## config.mk

```make
export PLATFORM = sky130hd
export DESIGN_NAME = seq_shifter
export DESIGN_NICKNAME = d
export VERILOG_FILES = /design/src/rtl/shift_pkg.sv /design/src/rtl/shift_step.sv /design/src/rtl/seq_shifter.sv
export SDC_FILE = /design/constraint.sdc
export NUM_CORES = 1
export LEC_CHECK = 0
export ABC_AREA = 1
export CAP_MARGIN = 20
export CORE_UTILIZATION = 42
export CTS_BUF_LIST = sky130_fd_sc_hd__clkbuf_8
export DETAILED_ROUTE_END_ITERATION = 16
export HOLD_SLACK_MARGIN = 0.03
export MAX_ROUTING_LAYER = met4
export PLACE_DENSITY = 0.69
export SLEW_MARGIN = 20
export SYNTH_ARGS = -nofsm -noshare
export SYNTH_HDL_FRONTEND = slang
export SYNTH_SLANG_ARGS = --single-unit
```

## constraint.sdc

```tcl
create_clock -name clk -period 1.9 [get_ports clk]
set_clock_uncertainty 0.15 [all_clocks]
set_input_delay 0.57 -clock clk [delete_from_list [all_inputs] [get_ports clk]]
set_output_delay 0.57 -clock clk [all_outputs]
set_load 0.03 [all_outputs]
```

## src/rtl/shift_pkg.sv

```systemverilog
// shift_pkg: constants shared by the sequential shifter and its datapath step.
//   - FSM state encoding (IDLE / SHIFT / DONE)
//   - shift direction encoding (DIR_LEFT / DIR_RIGHT)
package shift_pkg;

    localparam logic [1:0] IDLE  = 2'b00;
    localparam logic [1:0] SHIFT = 2'b01;
    localparam logic [1:0] DONE  = 2'b10;

    localparam logic DIR_LEFT  = 1'b0;
    localparam logic DIR_RIGHT = 1'b1;

endpackage

```

## src/rtl/shift_step.sv

```systemverilog
// shift_step: combinational single-bit shift of a WIDTH-bit word.
// Build option: SEQ_SHIFTER_ARITH_EN makes right shifts replicate the MSB
// (arithmetic); otherwise right shifts zero-fill.
// Ports:
//   data     in  WIDTH  word to shift
//   dir      in  1      DIR_LEFT / DIR_RIGHT
//   shifted  out WIDTH  word after a one-bit shift
//   bit_out  out 1      bit that fell off the end
module shift_step
    import shift_pkg::*;
#(
    parameter int WIDTH = 4
) (
    input  logic [WIDTH-1:0] data,
    input  logic             dir,
    output logic [WIDTH-1:0] shifted,
    output logic             bit_out
);

`ifdef SEQ_SHIFTER_ARITH_EN
    // Sign bit is replicated so repeated steps floor toward minus infinity.
    logic fill_msb;
    assign fill_msb = data[WIDTH-1];
`else
    logic fill_msb;
    assign fill_msb = 1'b0;
`endif

    always_comb begin
        if (dir == DIR_LEFT) begin
            shifted = {data[WIDTH-2:0], 1'b0};
            bit_out = data[WIDTH-1];
        end else begin
            shifted = {fill_msb, data[WIDTH-1:1]};
            bit_out = data[0];
        end
    end

endmodule

```

## src/rtl/seq_shifter.sv

```systemverilog
// seq_shifter: multi-cycle barrel-shift replacement, one bit per clock.
// A request is accepted in IDLE, shifted in SHIFT for in_amt cycles, and the
// registered result is held in DONE until the consumer takes it.
// Build option: SEQ_SHIFTER_ARITH_EN selects arithmetic right shift.
// Ports:
//   clk, rst                 clock, synchronous active-high reset
//   in_valid/in_ready        request handshake
//   in_data, in_amt, in_dir  operand, shift distance, direction (0=left)
//   out_valid/out_ready      result handshake
//   out_data, out_lost       result, set if any 1-bit was shifted out
module seq_shifter
    import shift_pkg::*;
#(
    parameter int WIDTH = 4,
    parameter int AMT_W = 2
) (
    input  logic             clk,
    input  logic             rst,
    input  logic             in_valid,
    output logic             in_ready,
    input  logic [WIDTH-1:0] in_data,
    input  logic [AMT_W-1:0] in_amt,
    input  logic             in_dir,
    output logic             out_valid,
    input  logic             out_ready,
    output logic [WIDTH-1:0] out_data,
    output logic             out_lost
);

    logic [1:0]       state;
    logic [WIDTH-1:0] data_q;
    logic [AMT_W-1:0] cnt_q;
    logic             dir_q;
    logic             lost_q;

    logic [WIDTH-1:0] step_data;
    logic             step_bit;

    shift_step #(.WIDTH(WIDTH)) u_step (
        .data    (data_q),
        .dir     (dir_q),
        .shifted (step_data),
        .bit_out (step_bit)
    );

    always_ff @(posedge clk) begin
        if (rst) begin
            state  <= IDLE;
            data_q <= '0;
            cnt_q  <= '0;
            dir_q  <= DIR_LEFT;
            lost_q <= 1'b0;
        end else begin
            case (state)
                IDLE: begin
                    if (in_valid) begin
                        data_q <= in_data;
                        cnt_q  <= in_amt;
                        dir_q  <= in_dir;
                        lost_q <= 1'b0;
                        state  <= (in_amt == '0) ? DONE : SHIFT;
                    end
                end
                SHIFT: begin
                    data_q <= step_data;
                    lost_q <= lost_q | step_bit;
                    cnt_q  <= cnt_q - AMT_W'(1);
                    // Last step lands this edge, so the result is ready next cycle.
                    if (cnt_q == AMT_W'(1))
                        state <= DONE;
                end
                DONE: begin
                    // Returning to IDLE first keeps take and accept in separate cycles.
                    if (out_ready)
                        state <= IDLE;
                end
                default: state <= IDLE;
            endcase
        end
    end

    assign in_ready  = (state == IDLE);
    assign out_valid = (state == DONE);
    assign out_data  = data_q;
    assign out_lost  = lost_q;

endmodule

```

# Word level (Yosys, flattened, before mapping)
# Cells that the tools add are included.
# W data, S select, Z words.
[classes]
n_addsub = 1
n_eq_ne = 6
n_mux = 13
n_bitwise = 1
reduce_logical = 6
[op_table]
columns = ["op", "n"]
rows = [
  ["$mux W2", 5],
  ["$mux W4", 2],
  ["$pmux W4 S2", 1],
  ["$pmux W2 S3", 1],
  ["$eq A2 B1 Y1 const B", 2],
  ["$logic_not A2 Y1", 2],
  ["$ne A2 B2 Y1 const B", 2],
  ["$pmux W2 S2", 1],
  ["$reduce_and A2 Y1", 2],
  ["$reduce_and A3 Y1", 1],
  ["$eq A2 B2 Y1 const B", 1],
  ["$mux W1", 2],
  ["$ne A2 B1 Y1 const B", 1],
  ["$pmux W1 S2", 1],
  ["$reduce_bool A2 Y1", 1],
  ["$sub A2 B1 Y2 const B", 1],
  ["$or A1 B1 Y1", 1],
]
[totals]
reg_bits = 10
input_bits = 11
out_inout_bits = 7
wordCells = 32

# Longest topological paths before layout
[depth]
ltp_word = 4
ltp_mapped = 8

# Hierarchy
# Synthesis repeated with hierarchy kept, for this count alone.
[hier_totals]
cells_unflattened = 94
hier_area_um2 = 600.6
[modules_own_cells]
columns = ["mod", "n_inst", "cells_each", "area_per_inst_um2", "seq_area_each_um2"]
rows = [
  ["seq_shifter", 1, 80, 548.0, 200.2],
  ["shift_step", 1, 14, 52.6, 0.0],
]

# Worst setup path before layout
# OpenSTA, ideal clock, no wires.
[synth_timing]
path_kind = "reg2out"
start = "reg state[0]"
end = "out in_ready"
arrival_time_ps = 896
slack_ps = 284
path_stages_with_launch = 3
path_buffers = 1
path_cell_list = "dfxtp_1 > buf_6 > nor2_1"
[synth_via]
elab_chain_len = 1
[synth_lines]
columns = ["element", "line", "source"]
rows = [
  ["from (decl)", "seq_shifter.sv:30", "logic [1:0] state;"],
  ["from (signal assigned)", "seq_shifter.sv:61", "state <= (in_amt == '0) ? DONE : SHIFT;"],
  ["$logic_not A2 Y1", "seq_shifter.sv:82", "assign in_ready = (state == IDLE);"],
  ["to (decl)", "seq_shifter.sv:20", "output logic in_ready,"],
]
# No other way between the ends.

# Worst setup path in the final report
# Same ends and word-level chain as after synthesis.

==> results <==
- STA puts the critical path data required time at 1.18 ns.
- The post-route cell area is 820.8 µm².
- The via count of the first global-routing pass is 506.
- Summed over all failing endpoints, the final setup total negative slack is 0 ns.
- The smallest clock period supported by the final layout is computed as 1.799 ns.
- The share of the synthesized area in the top cell type is 33.13%.
- The maximum VDD drop is 0.7090 mV.
- By startpoint and endpoint, the worst setup path is classified as flip-flop to output port.
- The utilization of the core after routing is 62.30%.
- The top-level I/O count is 18.
- The number of synthesized flops with an enable pin is 0.
- For this run, the post-layout net count is 130.
- After the flow finishes, the layout carries non-filler instances totaling 132.
- The count of vias placed by the detailed router is 601.
- The synthesized instance count is 98.
- The clock-pin transition on the worst setup and hold timing paths is 0.05 ns.
- During synthesis, Yosys emitted a total of 0 warnings.
- Global routing finished with a remaining overflow of 0.
- The number of I/O port buffers is 17.
- The pre-CTS setup slack is -0.04411 ns.
- The number of antenna violations at the first check in global routing was 0.
- The multi-input combinational cells in the finished layout cover a total of 309.0 µm².
- The proportion of layout cells with a drive suffix above 1 is 7.692%.
- The root buffer cell chosen for the clock tree is sky130_fd_sc_hd__clkbuf_8.
- The final count of negative-setup-slack endpoints is 0.
- The fill cell instance count of the final layout is 142.
- Summed over all layers, the routed wires come to 1330 µm.
- Summed over all nets, the half-perimeter wirelength after detailed placement is 1016 µm.
- Setup repair after global routing left no endpoint under its margin.
- The number of buffers and inverters on the critical path is 1.
- The wire length per cell after detailed routing is 10.08 µm.
- The total number of clock tree sinks is 10.
- The post-synthesis instance area is 604.3 µm².
- The max-slew violation count was 0.
- The most repeated cell in the gate-level netlist after synthesis is sky130_fd_sc_hd__nand2_1.
- After layout, the worst setup slack is 0.1007 ns.
- The data arrival time of the critical path is 1.08 ns.
- The number of failing hold endpoints at the final stage was 0.
- The worst setup path is launched from a flip-flop.
- On the critical path, the stage with the largest delay is an instance of sky130_fd_sc_hd__dfxtp_1.
- The hold buffer count at CTS is 0.
- The maximum number of pins on one net before global-route repair is 10.
- The die is 39.93 µm tall.
- Traced cell by cell, the critical path runs through nor2_1, buf_4.
- The die span in x is 39.93 µm.
- The cell taking the most area after synthesis is sky130_fd_sc_hd__dfxtp_1.
- The total iterations of the first detailed-routing run is 4.
- After Yosys synthesis, full adders, half adders and majority gates account for 2.070% of the synthesized area.
- Across the run, the number of max-cap violations was 0.
- The flip-flop and latch count after synthesis is 10.
- The number of antenna repair diodes is 0.
- The proportion of register bits with asynchronous set or reset after synthesis is 0%.
- TritonCTS built the clock tree.
- Counting tap cells, the placed design contains a total of 128 instances.
- Compared with the post-synthesis result, the final layout area differs by 35.82%.
- The xor-xnor portion of the synthesized cell area is 0%.
- Summing the areas of all compound-gate instances in the mapped netlist gives 16.77% of the synthesized area.
- The total power density per cell area is 1426 nW/µm².
- The number of remaining DRC errors is 0.
- In this design, the stage delay of the slowest critical-path cell is 0.53 ns.
- STA classifies the critical path endpoint as an output port.
- The leakage power of the design is 0.4432 nW.
- Routability-driven placement finished with a final weighted congestion of 0.7636.
- The later pin in the worst-skew pair is clocked with a latency of 0.23 ns.
- For the pin with the worst max-slew slack, the measured transition is 0.3547 ns.
- The family with the most delay on the worst path is flip-flops.
- The flip-flop cell with the highest count after synthesis is sky130_fd_sc_hd__dfxtp_1.
- Across every metal layer, demand over resource in global routing totals 19.79%.
- Of the available clock period, the critical path in the final layout requires 94.70%.
- By area the synthesized netlist is led by sky130_fd_sc_hd__dfxtp_1 (33%), sky130_fd_sc_hd__nand2_1 (20%), sky130_fd_sc_hd__inv_1 (12%).
- In this run the deepest clock path goes through 2 buffers.
- CTS built an H-tree with a depth of 1.
- The worst hold path belongs to the class flip-flop to flip-flop.
- The initial DRC count is 18.
- TritonCTS created 3 clock buffers.
- Along the worst path, the maximum fanout reaches 7.
- The wire length of the first global-routing pass is 2001 µm.
- Once the floorplan was initialized, standard cells occupied 45.87% of the core.
- Of the total synthesized cell area, the portion taken by AND, OR, NAND and NOR gates is 32.30%.
- Counting instances in the post-synthesis netlist gives the leading cell types as sky130_fd_sc_hd__nand2_1 (32), sky130_fd_sc_hd__inv_1 (20), sky130_fd_sc_hd__nor2_1 (11), sky130_fd_sc_hd__dfxtp_1 (10), sky130_fd_sc_hd__a21oi_1 (6).
- By area, the combinational part of the netlist is dominated by simple AND/OR/NAND/NOR gates.
- The net count after synthesis is 110.
- The worst hold margin is 0.3090 ns.
- The number of antenna-violating nets in the routed design is 0.
- After detailed routing, the number of vias per cell comes to 4.553.
- The top achievable clock speed is 555.8 MHz.
- The core box area is 1318 µm².
- The cell area reported after detailed placement is 772.0 µm².
- The run finished with clean final reports.
- The footprint of the flip-flops and latches is 200.2 µm².
- The mux share of post-synthesis cell area is 0%.
- Measured against its own limit, the worst slew margin works out to 76.32%.
- The number of core rows is 13.
- The post-synthesis sequential area ratio is 33.13%.
- Counting distinct cell types in the post-synthesis netlist gives 17.
- The die footprint is 1594 µm².
- The average cell area after synthesis is 6.167 µm².
- The total power after layout is 1.171 mW.
[per-layer routing]
layer  part of all wire [%]  track usage [%]  routed length [µm]
met1                     48            24.07                 632
met3                    3.4            3.333                  45
met2                     48            29.84                 638
met4                    1.1            12.93                  14
met5                      0                -                   0
[path summary, 6_finish.rpt]
check	start	to	slack (ns)	cells after the start
setup reg to reg	state[0]	out_data[3]	0.57	7
hold / removal	out_lost	out_lost	0.31	2
hold reg to reg	out_lost	out_lost	0.31	2
setup / recovery	state[0]	in_ready	0.10	2
[tightest hold or removal path, cell delays in order (launching register included)]
cell                      delay [ns]
sky130_fd_sc_hd__dfxtp_1        0.31
sky130_fd_sc_hd__inv_1          0.05
sky130_fd_sc_hd__a21oi_1        0.05
[cell type report]
cell class,instances,share of cell area (%)
Sequential cell,10,24.39
Timing Repair Buffer,17,19.36
Tap cell,15,2.287
Inverter,21,9.604
Multi-Input combinational cell,65,37.65
Clock buffer,4,6.707
[registers in the layout, summed over array words and instances (netlist names)]
name / flops
out_data: 4
state: 2
cnt_q: 2
out_lost: 1
dir_q: 1
[cells in the final DEF, fill, tap and decap left out]
cell type                          n
sky130_fd_sc_hd__dlygate4sd2_1     5
sky130_fd_sc_hd__o21a_1            1
sky130_fd_sc_hd__nor2_1           11
sky130_fd_sc_hd__nand3_1           2
sky130_fd_sc_hd__clkbuf_8          4
sky130_fd_sc_hd__o21ai_0           5
sky130_fd_sc_hd__nand2_1          32
sky130_fd_sc_hd__buf_4             2
sky130_fd_sc_hd__nand3b_1          1
sky130_fd_sc_hd__nand2_4           1
sky130_fd_sc_hd__dfxtp_1          10
sky130_fd_sc_hd__clkdlybuf4s50_1  10
sky130_fd_sc_hd__nor3_1            1
sky130_fd_sc_hd__inv_1            20
sky130_fd_sc_hd__o21ai_4           1
sky130_fd_sc_hd__ha_1              1
sky130_fd_sc_hd__o211ai_1          3
sky130_fd_sc_hd__inv_2             1
sky130_fd_sc_hd__a21oi_1           6
[what timing repair did]
action / 4_1_cts / 5_1_grt
setup buffers: 0 / 0
endpoints found under the setup margin: 5 / 0
hold endpoints to repair: 0 / 0
gates resized for setup: 5 / 0
[cell families after synthesis]
family | after synthesis
AO/OA/AOI/OAI | 16
flip-flops | 10
buffers and inverters | 23
AND/OR/NAND/NOR | 48
adder cells (fa/ha/maj) | 1
[power breakdown]
part           total (mW)  switching, mW  internal (mW)
Combinational       0.554          0.351          0.203
Sequential          0.350         0.0735          0.277
Clock               0.266         0.0842          0.182
Total                1.17          0.509          0.662
Note: power is estimated with default switching activity, not from simulation.
